`src/rtl/serial_adder_n_pkg.sv`:
```
// Shared types and helpers for the digit-serial adder/subtractor.
package serial_adder_n_pkg;

    typedef enum logic [1:0] {
        StIdle = 2'd0,
        StRun  = 2'd1,
        StDone = 2'd2
    } state_e;

    // Digit counter width: clog2 of the digit count, never below one bit.
    function automatic int unsigned cnt_width(input int unsigned n);
        return (n <= 1) ? 1 : $clog2(n);
    endfunction

endpackage

```
`src/rtl/fa_chain.sv`:
```
// Combinational ripple of DIGIT full-adder cells; also exposes the carry into the top cell.
module fa_chain #(
    parameter int unsigned DIGIT = 1
) (
    input  logic [DIGIT-1:0] x,
    input  logic [DIGIT-1:0] y,
    input  logic             ci,
    output logic [DIGIT-1:0] s,
    output logic             co,
    output logic             c_msb
);

    logic [DIGIT:0] c;

    assign c[0] = ci;

    for (genvar i = 0; i < DIGIT; i++) begin : g_cell
        full_adder u_fa (
            .a  (x[i]),
            .b  (y[i]),
            .ci (c[i]),
            .s  (s[i]),
            .co (c[i+1])
        );
    end

    assign co    = c[DIGIT];
    assign c_msb = c[DIGIT-1];

endmodule

```
`src/rtl/full_adder.sv`:
```
// Single-bit full adder cell.
module full_adder (
    input  logic a,
    input  logic b,
    input  logic ci,
    output logic s,
    output logic co
);

    assign s  = a ^ b ^ ci;
    assign co = (a & b) | (ci & (a ^ b));

endmodule

```
`src/rtl/serial_adder_n.sv`:
```
// Digit-serial adder/subtractor: WIDTH-bit operands processed DIGIT bits per clock.
module serial_adder_n
    import serial_adder_n_pkg::*;
#(
    parameter int unsigned WIDTH = 8,
    parameter int unsigned DIGIT = 1
) (
    input  logic             clk,
    input  logic             rst_n,
    input  logic             start,
    input  logic             sub,
    input  logic [WIDTH-1:0] a,
    input  logic [WIDTH-1:0] b,
    input  logic             c_in,
    output logic             busy,
    output logic             done,
    output logic [WIDTH-1:0] sum,
    output logic             c_out,
    output logic             ovf
);

    if ((WIDTH < 1) || (DIGIT < 1) || (DIGIT > WIDTH) || ((WIDTH % DIGIT) != 0)) begin : g_bad_param
        $error("serial_adder_n: DIGIT must be in 1..WIDTH and divide WIDTH exactly");
    end

    localparam int unsigned N  = WIDTH / DIGIT;
    localparam int unsigned CW = cnt_width(N);

    state_e           state_q;
    logic [WIDTH-1:0] a_q;
    logic [WIDTH-1:0] b_q;
    logic [WIDTH-1:0] acc_q;
    logic             carry_q;
    logic [CW-1:0]    cnt_q;

    logic [DIGIT-1:0] dig_s;
    logic             dig_co;
    logic             dig_cmsb;
    logic [WIDTH-1:0] acc_next;
    logic             last;

    fa_chain #(
        .DIGIT (DIGIT)
    ) u_chain (
        .x     (a_q[DIGIT-1:0]),
        .y     (b_q[DIGIT-1:0]),
        .ci    (carry_q),
        .s     (dig_s),
        .co    (dig_co),
        .c_msb (dig_cmsb)
    );

    // New digit enters from the MSB side; after N digits the LSB digit sits at bit 0.
    assign acc_next = (acc_q >> DIGIT) | (WIDTH'(dig_s) << (WIDTH - DIGIT));
    assign last     = (cnt_q == CW'(N - 1));

    always_ff @(posedge clk or negedge rst_n) begin
        if (!rst_n) begin
            state_q <= StIdle;
            a_q     <= '0;
            b_q     <= '0;
            acc_q   <= '0;
            carry_q <= 1'b0;
            cnt_q   <= '0;
            busy    <= 1'b0;
            done    <= 1'b0;
            sum     <= '0;
            c_out   <= 1'b0;
            ovf     <= 1'b0;
        end else begin
            done <= 1'b0;
            case (state_q)
                StIdle, StDone: begin
                    if (start) begin
                        a_q     <= a;
                        b_q     <= sub ? ~b : b;
                        carry_q <= sub | c_in;
                        cnt_q   <= '0;
                        busy    <= 1'b1;
                        state_q <= StRun;
                    end else begin
                        state_q <= StIdle;
                    end
                end
                StRun: begin
                    a_q     <= a_q >> DIGIT;
                    b_q     <= b_q >> DIGIT;
                    acc_q   <= acc_next;
                    carry_q <= dig_co;
                    cnt_q   <= cnt_q + 1'b1;
                    if (last) begin
                        sum     <= acc_next;
                        c_out   <= dig_co;
                        // With DIGIT=1 the carry into the MSB is the carry flop itself.
                        ovf     <= dig_cmsb ^ dig_co;
                        done    <= 1'b1;
                        busy    <= 1'b0;
                        state_q <= StDone;
                    end
                end
                default: state_q <= StIdle;
            endcase
        end
    end

endmodule

```
`config.mk`:
```
export PLATFORM = sky130hd
export DESIGN_NAME = serial_adder_n
export DESIGN_NICKNAME = d
export VERILOG_FILES = /design/src/rtl/serial_adder_n_pkg.sv /design/src/rtl/fa_chain.sv /design/src/rtl/full_adder.sv /design/src/rtl/serial_adder_n.sv
export SDC_FILE = /design/constraint.sdc
export NUM_CORES = 1
export LEC_CHECK = 0
export ABC_CLOCK_PERIOD_IN_PS = 1690
export CORE_MARGIN = 2
export CORE_UTILIZATION = 51
export DETAILED_ROUTE_END_ITERATION = 12
export GPL_TIMING_DRIVEN = 0
export PLACE_DENSITY = 0.91
export SLEW_MARGIN = 25
export SYNTH_ARGS = -nofsm -noshare
export SYNTH_HDL_FRONTEND = slang
export SYNTH_SLANG_ARGS = --single-unit
```
`constraint.sdc`:
```
create_clock -name clk -period 1.69 [get_ports clk]
set_input_delay 0.338 -clock clk [delete_from_list [all_inputs] [get_ports clk]]
set_output_delay 0.338 -clock clk [all_outputs]
set_load 0.05 [all_outputs]
```
==> impl_metrics.yaml <==
pwr:
  peakVddDrop_uv: 836
  power.density_nw_per_um2: 2020
  power.leakage_uw: 0.00107
clock_tree:
  clkLatencyLatePin_ns: 0.34
  clockRootBuffer: "clkbuf_4"
  cts_tree: "done"
  clk_pin_slew_worst_paths_ns: 0.12
  clockBufferDepth: 2
  numCtsBuffers: 5
  clock_sinks: 41
  h-tree-depth: 2
drt:
  viasPerCell: 5.33
  drtAntennaViolNets: 0
  vias: 1147
  routed_wl_um: 3340
  avgRoutedWirePerCell_um: 15.5
  drc: 0
  drt_pass1_iterations: 4
  drt-initial-drc-count: 57
timing:
  fin_crit_sh_pct: 94.6
  holdWs_ns: 0.477
  slew_violations: 0
  slew_headroom_pct: 66.6
  hold_violations: 0
  setup_viol: 0
  max_freq_mhz: 625
  max_slew.worst_pin.slew_ns: 0.503
  rsz0062_at_grt: "false"
  final.min_clock_period_ns: 1.60
  fin_setup_tns_ns: 0
  setup_ws_ns: 0.0907
  fin_worst_skew_ns: 0.00545
worst_setup_path:
  cp-start-kind: "flop"
  crit_type: "flop to primary output"
  worstPathRequired_ns: 1.35
  max_stage_delay_ns: 0.54
  critPathSlowestCell: "dlygate4sd2_1"
  critPathBufInv: 1
  path_max_fanout: 2
  end_kind: "primary output"
  cpLargestDelayFamily: "buffers and inverters"
  worst-endpoint-arrival_ns: 1.26
  cp_cell_sequence: "dlygate4sd2_1"
placed_design:
  portBuffers: 31
  pre_cts_slack_ns: -0.0964
  dpl_cell_area_sq_um: 2110
  gp_congestion: 0.778
  dp_hpwl_um: 2570
logic_synthesis:
  synth_top_family_by_area: "compound AO/OA/AOI/OAI gates"
  synth_top_area_cell: "dfrtp_1"
  syn-num-nets: 151
  synth-compound-area-share_pct: 13.9
  synth_mux_area_share_pct: 11.1
  ys_types: 21
  synth_top_area_share_pct: 59.5
  synth_fa_ha_area_share_pct: 2.61
  synth-simple-area-share_pct: 4.43
  syn_area_per_cell_sq_um: 13.6
  synth.area.top_cells: "dfrtp_1 60%, mux2_2 11%, a22o_1 5.6%, a221o_1 4.6%, xnor2_1 4.1%"
  netlist_area_sq_um: 1720
  yosys_warnings: 0
  async_flop_share_pct: 100
  ys_ff_latch: 41
  synth-xor-area-share_pct: 4.58
  seq_area_frac_synth_pct: 59.5
  synth_edf_count: 0
  synth_cells: 127
  synth_ff_type: "dfrtp_1"
cells_and_area:
  design_area_sq_um: 2220
  nets: 192
  syn2layout_area_growth_pct: 29.1
  drive_above_1_share_pct: 20.7
  utilization_pct: 67.7
  n_fill_cell: 242
  diodes: 0
floorplan:
  chipWidth_um: 62.1
  start_util_pct: 52.5
  rows: 21
  dieArea_sq_um: 3860
  core_area_sq_um: 3280
  ios: 33
  die_h_um: 62.1
global_route:
  antenna_found_initial: 0
  grt_overflow: 0
  grt_max_degree: 24
  grt_pass1_wl_um: 5780
  grt_usage_pct: 19.6
  first_global_vias: 1227
status:
  status: "finished, final reports clean"
min_path:
  hold_path.class: "primary input to asynchronous set/reset pin"
job:
  maxCapViolCount: 0
==> path summary, 6_finish.rpt <==
kind	startpoint	to	slack [ns]	cells past startpoint
worst max-delay path	ovf	ovf	0.09	1
worst min-delay path	rst_n	sum[6]	0.48	2
worst max register to register	cnt_q[0]	sum[3]	0.13	5
worst min register to register	a_q[1]	a_q[1]	0.50	1
max in group asynchronous	rst_n	a_q[0]	0.75	3
min in group clk	a_q[1]	a_q[1]	0.50	1
==> through the flow <==
step                total power [uW]  instances
floorplan                       3190        127
global placement                3680        204
detailed placement              3860        205
CTS                             4540        215
global route                    4770        215
finish                          4500        215
==> cell type report <==
type,count,area [sq um],area share [%]
sequential,41,1030,46.1
multi-input combinational,74,631,28.3
timing repair buffer,34,335,15.1
clock inverter,3,65.1,2.92
buffer,9,61.3,2.76
tap,46,57.6,2.59
clock buffer,5,37.5,1.69
inverter,3,11.3,0.506
==> flip-flops by register name (all words and copies together), names as in the netlist <==
signal   cells
a_q          8
acc_q        7
b_q          8
busy         1
c_out        1
carry_q      1
cnt_q        3
done         1
ovf          1
state_q      2
sum          8
==> logic make-up (layout without fill, tap and decap cells) <==
logic type,Yosys count,after routing
multiplexers,17,17
buffers and inverters,12,54
adder cells (fa/ha/maj),3,3
AO/OA/AOI/OAI,28,28
flip-flops,41,41
XOR/XNOR,9,9
AND/OR/NAND/NOR,17,17
==> synth_stat cells (all sizes together), types with 2 or more instances <==
library cell / instances
a21o: 7
buf: 8
dfrtp: 41
a221o: 8
xnor2: 8
ha: 2
nor2: 12
a22o: 11
mux2: 17
o21ai: 2
inv: 3
==> routing by layer <==
layer	vias to the layer above	part of all wire, %	GRT usage (%)
met3	4	5.3	5.98
li1	535	-	-
met2	45	55	34.5
met1	563	39	22.9
met5	-	0	0
met4	0	1.5	6.67
==> worst register-to-register path: cells and delay by family (launching register included) <==
family | cells | cell delay, ns
AND/OR/NAND/NOR | 1 | 0.12
buffers and inverters | 1 | 0.16
multiplexers | 1 | 0.35
flip-flops | 1 | 0.41
adder cells (fa/ha/maj) | 2 | 0.42
==> report_power, final <==
| part | total, uW | switching, uW | internal, uW | leakage (uW) |
|---|---|---|---|---|
| logic | 2010 | 1100 | 913 | 0.000509 |
| clock network | 763 | 305 | 458 | 0.0000552 |
| registers | 1720 | 284 | 1440 | 0.000505 |
==> repair_timing <==
item                                    CTS  global route
hold buffers                              1             0
setup buffers                             1             0
gates resized for setup                  14             0
endpoints found under the setup margin   18             0
hold endpoints to repair                 18             0
==> placed cells by master, fill, tap and decap left out, drive strengths merged <==
cell type | synthesis | layout
bufinv | 0 | 2
inv | 3 | 3
clkbuf | 1 | 6
nand2 | 1 | 1
dfrtp | 41 | 41
a221o | 8 | 8
xnor2 | 8 | 8
a21o | 7 | 7
buf | 8 | 11
ha | 2 | 2
clkdlybuf4s50 | 0 | 18
fa | 1 | 1
o21ai | 2 | 2
a22o | 11 | 11
dlygate4sd3 | 0 | 1
and2b | 1 | 1
nand3b | 1 | 1
nand2b | 1 | 1
xor2 | 1 | 1
nor2 | 12 | 12
nor2b | 1 | 1
clkinv | 0 | 1
dlygate4sd2 | 0 | 12
mux2 | 17 | 17
No activity file was read; power rests on OpenSTA's default activity.
